File: src/rtl/g711_dec_arbiter.sv
// Round-robin arbiter sharing one combinational G711 expander among NCH channels.
// Results return with their channel tag over a valid/ready port.
module g711_dec_arbiter #(
  parameter int NCH = 4,
  parameter int CW  = $clog2(NCH)
) (
  input  logic             clk,
  input  logic             reset,
  input  logic [NCH-1:0]   req,
  input  logic [8*NCH-1:0] pcm_in,
  input  logic [NCH-1:0]   law_in,
  output logic [NCH-1:0]   ack,
  output logic             dec_law,
  output logic [7:0]       dec_pcm,
  input  logic [13:0]      dec_mag,
  output logic             out_valid,
  input  logic             out_ready,
  output logic [CW-1:0]    out_chan,
  output logic [13:0]      out_mag,
  output logic             busy
);

  typedef enum logic [1:0] {
    IDLE,
    DECODE,
    OUTPUT
  } state_t;

  state_t         state, state_n;
  logic [CW-1:0]  ptr, ptr_n;
  logic [CW-1:0]  gnt, idx;
  logic           hit;
  logic [NCH-1:0] ack_n;
  logic           dec_law_n;
  logic [7:0]     dec_pcm_n;
  logic           out_valid_n;
  logic [CW-1:0]  out_chan_n;
  logic [13:0]    out_mag_n;

  // first requester after ptr, wrapping modulo NCH
  always_comb begin
    hit = 1'b0;
    gnt = '0;
    idx = '0;
    for (int i = 1; i <= NCH; i++) begin
      idx = CW'((int'(ptr) + i) % NCH);
      if (!hit && req[idx]) begin
        hit = 1'b1;
        gnt = idx;
      end
    end
  end

  always_comb begin
    state_n     = state;
    ptr_n       = ptr;
    ack_n       = '0;
    dec_law_n   = dec_law;
    dec_pcm_n   = dec_pcm;
    out_valid_n = out_valid;
    out_chan_n  = out_chan;
    out_mag_n   = out_mag;
    unique case (state)
      IDLE: begin
        if (hit) begin
          dec_pcm_n  = pcm_in[{gnt, 3'b000} +: 8];
          dec_law_n  = law_in[gnt];
          out_chan_n = gnt;
          ptr_n      = gnt;
          ack_n[gnt] = 1'b1;
          state_n    = DECODE;
        end
      end
      DECODE: begin
        // dec_pcm/dec_law settled one cycle ago, so dec_mag is valid here
        out_mag_n   = dec_mag;
        out_valid_n = 1'b1;
        state_n     = OUTPUT;
      end
      OUTPUT: begin
        if (out_ready) begin
          out_valid_n = 1'b0;
          state_n     = IDLE;
        end
      end
      default: state_n = IDLE;
    endcase
  end

  always_ff @(posedge clk or posedge reset) begin
    if (reset) begin
      state     <= IDLE;
      ptr       <= CW'(NCH - 1);
      ack       <= '0;
      dec_law   <= 1'b0;
      dec_pcm   <= '0;
      out_valid <= 1'b0;
      out_chan  <= '0;
      out_mag   <= '0;
    end else begin
      state     <= state_n;
      ptr       <= ptr_n;
      ack       <= ack_n;
      dec_law   <= dec_law_n;
      dec_pcm   <= dec_pcm_n;
      out_valid <= out_valid_n;
      out_chan  <= out_chan_n;
      out_mag   <= out_mag_n;
    end
  end

  assign busy = (state != IDLE);

endmodule

File: config.mk
export PLATFORM = sky130hd
export DESIGN_NAME = g711_dec_arbiter
export DESIGN_NICKNAME = d
export VERILOG_FILES = /design/src/rtl/g711_dec_arbiter.sv
export SDC_FILE = /design/constraint.sdc
export NUM_CORES = 1
export LEC_CHECK = 0
export CORE_MARGIN = 2
export CORE_UTILIZATION = 40
export CTS_CLUSTER_SIZE = 12
export DETAILED_ROUTE_END_ITERATION = 8
export PLACE_DENSITY_LB_ADDON = 0.08
export SKIP_LAST_GASP = 1
export SYNTH_ARGS = -nofsm -noshare
export SYNTH_HDL_FRONTEND = slang
export SYNTH_SLANG_ARGS = --single-unit
File: constraint.sdc
create_clock -name clk -period 1.93 [get_ports clk]
set_input_delay 0.386 -clock clk [delete_from_list [all_inputs] [get_ports clk]]
set_output_delay 0.386 -clock clk [all_outputs]
set_load 0.01 [all_outputs]
# Yosys cells after proc, flatten, opt, wreduce, memory -nomap -nowiden
# Cells that the tools add are included.
# totals
ff_bits	34
in_bits	57
wordCells	63
output_inout_bits	31
# classes
eq_ne	4
n_shift	1
order_cmp	6
reduce_logical	13
add_sub_neg	4
muxes	27
# ops
operator	n
$shiftx 32x6->8	1
$lt 2x3->1 const B	5
$mux 2	6
$mux 1	11
$bmux 1 s2	5
$mux 4	2
$pmux 2 s3	1
$reduce_and 2->1	3
$add 2x1->2 const B	2
$add 2x2->2 const B	2
$logic_and 1x1->1	4
$ne 2x2->1 const B	2
$reduce_bool 2->1	2
$logic_not 1->1	3
$demux 1 s2	1
$eq 2x1->1 const B	1
$eq 2x2->1 const B	1
$ge 2x1->1 const B	1
$logic_not 2->1	1
$pmux 1 s2	1

# Longest topological paths before layout
# Gate-level depths: netlist of run 1.
# logic_depth
depth_word	19
depth_mapped	7

# Worst setup path after synthesis of run 1
# OpenSTA, ideal clock, no wires.
# synth_path
kind	register -> register
from	register ptr[0]
to	register dec_pcm[7]
stages_incl_launch_ff	8
setup_ns	0.144
arrival_time_ns	1.488
setup_slack_ns	0.299
synth_period_minus_slack_ns	1.631
t_required_ns	1.786
cell_sequence	dfstp_2 nand2b_1 a21o_1 and3_4 buf_12 buf_12 mux2i_1 a211oi_2
# synth_via
elab_chain_cells	14
# synth_rtl
element	line_no	text
start, declared	30	logic [CW-1:0] ptr, ptr_n;
start signal, assigned	93	ptr <= CW'(NCH - 1);
start signal, assigned	102	ptr <= ptr_n;
$add 2x1->2	46	idx = CW'((int'(ptr) + i) % NCH);
$bmux 1 s2	47	if (!hit && req[idx]) begin
$mux 1 (not written as such)	47	
$mux 1	47	
$logic_not 1->1	47	
$logic_and 1x1->1	47	
$mux 1	47	
$logic_not 1->1	47	
$logic_and 1x1->1	47	
$mux 1	47	
$logic_not 1->1	47	
$logic_and 1x1->1	47	
$mux 2 / $mux 1 (equally long branches)	47	
$shiftx 32x6->8 / $reduce_and 2->1 (equally long branches)	-	
end signal, assigned	105	dec_pcm <= dec_pcm_n;
end, declared	14	output logic [7:0] dec_pcm,
# Several ways; a longest one is shown, not always the timed one. The select of a mux whose other input is x is not followed.
# A chain may end at the register's enable or synchronous reset.

# Final worst setup path of run 1
# layout_path
from	input port req[3]
to	register dec_pcm[4]
# layout_via
elab_chain_cells	13
# layout_rtl
element	line_no	text
start, declared	9	input logic [NCH-1:0] req,
$bmux 1 s2	47	
$mux 1 (not written as such)	47	
$mux 1	47	
$logic_not 1->1	47	
$logic_and 1x1->1	47	
$mux 1	47	
$logic_not 1->1	47	
$logic_and 1x1->1	47	
$mux 1	47	
$logic_not 1->1	47	
$logic_and 1x1->1	47	
$mux 2 / $mux 1 (equally long branches)	47	
$shiftx 32x6->8 / $reduce_and 2->1 (equally long branches)	-	
# Several ways; a longest one is shown, not always the timed one. The select of a mux whose other input is x is not followed.

==> results of run 1 <==
routing by layer:
layer | vias up | GRT usage [%]
met2 | 49 | 35.7
li1 | 760 | -
met1 | 780 | 22.8
met4 | 0 | 5.98
met5 | - | 0
met3 | 4 | 6.54
path summary, 6_finish.rpt:
kind,startpoint,end,slack (ns),cells past startpoint
max in group asynchronous,reset,ptr[0],1.09,3
min in group clk,state[1],out_valid,0.50,1
setup reg to reg,ptr[0],dec_pcm[1],0.11,6
setup / recovery,req[3],dec_pcm[4],0.09,7
hold reg to reg,state[1],out_valid,0.50,1
hold / removal,reset,out_mag[1],0.50,3
cells in the final DEF (no fill, tap or decap), types with 2 or more instances in the layout:
master,netlist,routed
sky130_fd_sc_hd__clkdlybuf4s50_1,0,86
sky130_fd_sc_hd__dfrtp_1,32,32
sky130_fd_sc_hd__buf_4,0,23
sky130_fd_sc_hd__nor2_1,15,15
sky130_fd_sc_hd__mux2_2,14,14
sky130_fd_sc_hd__inv_1,12,12
sky130_fd_sc_hd__a211oi_2,12,12
sky130_fd_sc_hd__mux2i_1,9,9
sky130_fd_sc_hd__a31oi_1,9,9
sky130_fd_sc_hd__a211oi_1,6,6
sky130_fd_sc_hd__clkbuf_8,0,6
sky130_fd_sc_hd__nor2b_1,3,3
sky130_fd_sc_hd__o21ai_0,3,3
sky130_fd_sc_hd__nand2_1,4,3
sky130_fd_sc_hd__a21oi_1,3,3
sky130_fd_sc_hd__or2_1,2,2
sky130_fd_sc_hd__nand2b_1,2,2
sky130_fd_sc_hd__o21ai_1,2,2
sky130_fd_sc_hd__a21o_1,2,2
sky130_fd_sc_hd__and2_1,2,2
sky130_fd_sc_hd__o21a_1,2,2
sky130_fd_sc_hd__bufinv_16,0,2
sky130_fd_sc_hd__dfstp_2,2,2
logic make-up after synthesis:
kind of cell / Yosys count
compound gates: 40
buf+inv: 20
simple gates: 35
flops: 34
mux: 23
repair_timing:
item / in CTS / in global routing
gates resized for setup: 0 / 6
buffers inserted: 0 / 6
setup endpoints to repair: 0 / 11
stage by stage:
| step | cells | instance area, µm² | hold slack (ns) | power (mW) |
|---|---|---|---|---|
| floorplan | 152 | 1730 | 0.454 | 2.52 |
| global route | 312 | 2950 | 0.527 | 4.77 |
| global placement | 298 | 2730 | 0.467 | 3.48 |
| detailed placement | 298 | 2730 | 0.494 | 3.59 |
| finish | 312 | 2950 | 0.499 | 4.50 |
| CTS | 306 | 2870 | 0.503 | 4.42 |
sequential cells by signal, indices dropped and copies added, names as in the netlist:
name / flops
out_mag: 14
ack: 4
ptr: 2
dec_pcm: 8
state: 2
dec_law: 1
out_chan: 2
out_valid: 1
where the power goes:
part / total (mW) / internal (mW) / switching [mW]
registers: 1.30 / 1.09 / 0.211
logic: 2.39 / 1.37 / 1.02
clock network: 0.812 / 0.551 / 0.261
total: 4.50 / 3.00 / 1.49
synth_stat cells:
| cell type | n |
|---|---|
| sky130_fd_sc_hd__and2_1 | 2 |
| sky130_fd_sc_hd__dfstp_2 | 2 |
| sky130_fd_sc_hd__or2_1 | 2 |
| sky130_fd_sc_hd__o21ai_0 | 3 |
| sky130_fd_sc_hd__nor3_1 | 1 |
| sky130_fd_sc_hd__a211oi_1 | 6 |
| sky130_fd_sc_hd__a21oi_1 | 3 |
| sky130_fd_sc_hd__buf_12 | 2 |
| sky130_fd_sc_hd__mux2i_1 | 9 |
| sky130_fd_sc_hd__nand2b_2 | 1 |
| sky130_fd_sc_hd__buf_2 | 4 |
| sky130_fd_sc_hd__nand2_1 | 4 |
| sky130_fd_sc_hd__inv_1 | 12 |
| sky130_fd_sc_hd__a211oi_2 | 12 |
| sky130_fd_sc_hd__a31oi_1 | 9 |
| sky130_fd_sc_hd__nand3_1 | 1 |
| sky130_fd_sc_hd__dfrtp_1 | 32 |
| sky130_fd_sc_hd__nor2_2 | 1 |
| sky130_fd_sc_hd__o21ai_1 | 2 |
| sky130_fd_sc_hd__nand2b_1 | 2 |
| sky130_fd_sc_hd__nor3b_1 | 1 |
| sky130_fd_sc_hd__clkbuf_1 | 2 |
| sky130_fd_sc_hd__o21a_1 | 2 |
| sky130_fd_sc_hd__and3_4 | 1 |
| sky130_fd_sc_hd__mux2_2 | 14 |
| sky130_fd_sc_hd__a21o_1 | 2 |
| sky130_fd_sc_hd__nor2b_1 | 3 |
| sky130_fd_sc_hd__nor4_2 | 1 |
| sky130_fd_sc_hd__a311oi_2 | 1 |
| sky130_fd_sc_hd__nor2_1 | 15 |
cell type report:
cell class	count	area share (%)
multi-input cells	98	27.0
flip-flops and latches	34	29.0
well taps	50	2.12
clock buffers	6	2.80
repair buffers	110	35.5
clock inverters	2	2.04
inverters	12	1.53
worst max-delay path: stages:
cell and delay [ns]:
sky130_fd_sc_hd__clkdlybuf4s50_1 0.55, sky130_fd_sc_hd__nand2b_1 0.13, sky130_fd_sc_hd__a21o_1 0.20, sky130_fd_sc_hd__and3_4 0.26, sky130_fd_sc_hd__buf_4 0.17, sky130_fd_sc_hd__a211oi_2 0.24, sky130_fd_sc_hd__a211oi_2 0.07
==> flow_summary.json, run 1 <==
{
  "drt_first_iter_violations": 34,
  "hold_buffer_count_at_cts": 0,
  "route.detailed.vias_per_inst": 5.11,
  "multiInputGateArea_um2": 797,
  "pwr_density_cell_nw_per_um2": 1530,
  "portBuffers": 87,
  "flow.area_growth_from_synthesis_pct": 69.9,
  "period_minus_slack_ns": 1.84,
  "core_region_area_um2": 4090,
  "ir_worst_vdd_mv": 0.781,
  "layout-drive-gt1-share_pct": 25.6,
  "die_width_um": 69.8,
  "remaining_drc_errors": 0,
  "grt_max_degree": 35,
  "post_synth_main_area_contributors": "sky130_fd_sc_hd__dfrtp_1 (46%), sky130_fd_sc_hd__mux2_2 (9.1%), sky130_fd_sc_hd__a211oi_2 (8.7%)",
  "start_util_pct": 42.4,
  "fin_util_pct": 72.1,
  "finalCritPeriodShare_pct": 95.4,
  "finalSetupViolations": 0,
  "timing_max_transition_violations_final": 0,
  "floorplan_die_area_um2": 4880,
  "synth-compound-area-share_pct": 19.4,
  "layout.nets": 318,
  "antenna_found_initial": 0,
  "htreeDepth": 2,
  "postRouteAntennaNets": 0,
  "clock_skew_ns": 0.00437,
  "rsz0062_at_grt": "false",
  "tritoncts_clock_tree": "yes",
  "ys_seq_elements": 34,
  "grt.total_usage_pct": 20.1,
  "timing.critical_path.from_type": "input port",
  "post-place-ws_ns": -0.277,
  "hold_violations": 0,
  "fmax_ghz": 0.543,
  "globalRouteOverflowTotal": 0,
  "yosys.cell_types.count": 30,
  "drv.max_cap_violation_count": 0,
  "critical_path.max_fanout": 17,
  "met2RoutedLength_mm": 2.52,
  "fin_tns_setup_ns": 0,
  "boundaryPins": 88,
  "fillCellCount": 297,
  "cp_data_arrival_time_ns": 2.00,
  "dp_hpwl_mm": 3.66,
  "vias_in_the_first_global_route": 1658,
  "routed.top_layer": "met4",
  "combinational_family_with_the_most_area_after_synthesis": "compound AO/OA/AOI/OAI gates",
  "drt_pre_antenna_iters": 4,
  "diodes": 0,
  "wl_per_cell_um": 15.2,
  "syn_avg_cell_area_um2": 11.4,
  "synth-seq-area-share_pct": 49.2,
  "globalplace.congestion": 0.753,
  "synth-simple-area-share_pct": 10.6,
  "die-height_um": 69.8,
  "yosys_warnings": 0,
  "holdCritPathClass": "in -> async",
  "max_slew_margin_pct": 71.4,
  "clk_pin_slew_ns": 0.07,
  "wire_length_of_the_first_global_routing_pass_mm": 7.70,
  "routed-wl-met3_um": 273,
  "syn-instance-count": 152,
  "netlist_area_before_placement_um2": 1730,
  "cts_root_buffer": "sky130_fd_sc_hd__clkbuf_8",
  "worstMarginPinSlew_ns": 0.428,
  "status": "completed",
  "cts_buffer_depth": 2,
  "setup_slack_ns": 0.0890,
  "synth.area.mux_share_pct": 14.3,
  "layout.area.seq_um2": 853,
  "route.layer.met1.wl_mm": 1.92,
  "finalWirelength_mm": 4.75,
  "netlist.top_cell.by_area": "sky130_fd_sc_hd__dfrtp_1",
  "clock_sinks": 34,
  "crit_type": "in -> reg",
  "static-leakage-power_nw": 1.26,
  "synth_nets": 209,
  "timing.critical_path.to_type": "flip-flop",
  "row_count": 23,
  "cts_buffers": 5,
  "routed-via-count": 1593,
  "clock_insertion_delay_worst_skew_ns": 0.29,
  "critical_path_required_ns": 2.09,
  "synth_xor_xnor_area_share_pct": 0,
  "yosysTopAreaCellShare_pct": 46.2,
  "adder_and_majority_gate_portion_of_the_synthesized_area_pct": 0
}
(Power assumes the default switching activity.)
==> run 2, diff against run 1 <==
SLEW_MARGIN = 0   (was default)
==> results of run 2 <==
Final layout, timing and power as in run 1 (identical DEF).
==> run 3, diff against run 2 <==
CORE_UTILIZATION = 36   (was 40)
TNS_END_PERCENT = 1   (was default)
clock period = 1.5 ns   (was 1.93 ns; I/O delays follow)
==> flow_summary.json, run 3 (same netlist as run 1, synthesis figures left out) <==
{
  "status": "finished, violations left",
  "failed_checks": "setup timing",
  "largest-register": "out_mag",
  "whs_ns": 0.371,
  "hold_violations": 0,
  "clock_skew_ns": 0.00375,
  "pwr_density_cell_nw_per_um2": 1860,
  "rsz0062_at_grt": "true",
  "vias_in_the_first_global_route": 1667,
  "static-leakage-power_nw": 1.27,
  "timing.critical_path.to_type": "flip-flop",
  "critical_path_required_ns": 1.64,
  "cts_buffers": 5,
  "critical_path.max_fanout": 8,
  "layout.nets": 320,
  "reg2regPathDepth": 6,
  "finalSetupViolations": 13,
  "tritoncts_clock_tree": "yes",
  "clock_sinks": 34,
  "globalRouteOverflowTotal": 0,
  "start_util_pct": 37.0,
  "max_slew_margin_pct": 75.1,
  "timing_max_transition_violations_final": 0,
  "largest_register_ffs": 14,
  "postRouteAntennaNets": 0,
  "worstMarginPinSlew_ns": 0.372,
  "layout.cells.most_common": "sky130_fd_sc_hd__clkdlybuf4s50_1",
  "fin_util_pct": 64.3,
  "fmax_ghz": 0.596,
  "portBuffers": 87,
  "dp_hpwl_mm": 3.77,
  "wire_length_of_the_first_global_routing_pass_mm": 7.79,
  "wl_per_cell_um": 15.5,
  "report.power.total_mw": 5.62,
  "htreeDepth": 2,
  "boundaryPins": 88,
  "timing.critical_path.from_type": "flip-flop",
  "drv.max_cap_violation_count": 0,
  "flow.area_growth_from_synthesis_pct": 74.1,
  "grt.total_usage_pct": 19.1,
  "cts_buffer_depth": 2,
  "antenna_found_initial": 0,
  "finalCritPeriodShare_pct": 112,
  "mostFrequentLayoutCells": "sky130_fd_sc_hd__clkdlybuf4s50_1 (82), sky130_fd_sc_hd__dfrtp_1 (32), sky130_fd_sc_hd__buf_4 (22), sky130_fd_sc_hd__nor2_1 (15), sky130_fd_sc_hd__a211oi_2 (15)",
  "stdcell_area_um2": 3020,
  "top_regs": "out_mag (14), dec_pcm (8), ack (4)",
  "clock_insertion_delay_worst_skew_ns": 0.28,
  "globalplace.congestion": 0.779,
  "die-height_um": 73.4,
  "holdCritPathClass": "in -> async",
  "cts_root_buffer": "sky130_fd_sc_hd__clkbuf_8",
  "cp_data_arrival_time_ns": 1.82,
  "finalWirelength_mm": 4.92,
  "crit_type": "reg -> reg",
  "drt_pre_antenna_iters": 4,
  "remaining_drc_errors": 0,
  "grt_max_degree": 35,
  "layout-drive-gt1-share_pct": 29.2,
  "routed-via-count": 1592,
  "drt_first_iter_violations": 44,
  "die_width_um": 73.4,
  "ir_worst_vdd_mv": 0.890,
  "floorplan_die_area_um2": 5390,
  "route.detailed.vias_per_inst": 5.01,
  "dpl-instance-area_um2": 2790,
  "row_count": 25,
  "diodes": 0,
  "clk_pin_slew_ns": 0.07,
  "core_region_area_um2": 4690,
  "setup_slack_ns": -0.179,
  "period_minus_slack_ns": 1.68,
  "fillCellCount": 376
}
[run 3: cell types whose count changed in the layout (fill, tap and decap cells not counted), sizes merged]
| cell | delta |
|---|---|
| clkdlybuf4s50 | -4 |
| dlygate4sd2 | +4 |
| bufinv | -2 |
| clkbuf | +2 |
| buf | +1 |
| clkinv | +1 |
[run 3: critical path, cell delays in order, from the launching register on]
cell	delay (ns)
sky130_fd_sc_hd__dfstp_2	0.57
sky130_fd_sc_hd__nand2b_4	0.14
sky130_fd_sc_hd__a21o_1	0.13
sky130_fd_sc_hd__and3_4	0.23
sky130_fd_sc_hd__buf_12	0.16
sky130_fd_sc_hd__mux2i_1	0.22
sky130_fd_sc_hd__a211oi_1	0.09
[run 3: path summary, 6_finish.rpt]
check,startpoint,end,slack [ns]
min reg2reg,out_chan[0],out_chan[0],0.50
min,reset,out_mag[12],0.37
min in group clk,out_chan[0],out_chan[0],0.50
max in group asynchronous,reset,ptr[1],0.88
max reg2reg,ptr[0],dec_pcm[0],-0.18
max,ptr[0],dec_pcm[0],-0.18
[run 3: metrics by stage]
step / TNS (ns) / worst slack (ns) / cells
6_report: -1.66 / -0.179 / 318
5_1_grt: -3.52 / -0.261 / 318
4_1_cts: -1.82 / -0.173 / 317
3_5_place_dp: -9.46 / -0.613 / 307
3_3_place_gp: -8.36 / -0.517 / 307
2_1_floorplan: -0.612 / -0.108 / 152
[run 3: cell type report]
type / count / area (µm²) / area share, %
inverter: 12 / 45.0 / 1.49
clock inverter: 1 / 5.00 / 0.166
clock buffer: 7 / 86.3 / 2.86
sequential: 34 / 853 / 28.3
multi-input combinational: 98 / 863 / 28.6
tap: 54 / 67.6 / 2.24
timing repair buffer: 112 / 1100 / 36.4
[run 3: what timing repair did]
item / CTS / global route
cloned: 0 / 1
buffers inserted: 2 / 0
hold buffers: 0 / 0
pin swaps: 2 / 1
endpoints found under the setup margin: 22 / 40
gates resized for setup: 12 / 11
[run 3: report_power, final]
| part | switching [mW] | total (mW) | leakage (nW) | internal, mW |
|---|---|---|---|---|
| clock network | 0.318 | 0.688 | 0.0482 | 0.370 |
| registers | 0.235 | 1.63 | 0.397 | 1.40 |
| logic | 1.40 | 3.30 | 0.825 | 1.90 |
[run 3: metal layers]
layer | up-vias | track usage, % | wire [µm]
met4 | 0 | 6.67 | 112
li1 | 762 | - | -
met2 | 62 | 34.5 | 2660
met5 | - | 0 | 0
met3 | 12 | 4.39 | 284
met1 | 756 | 22.0 | 1870
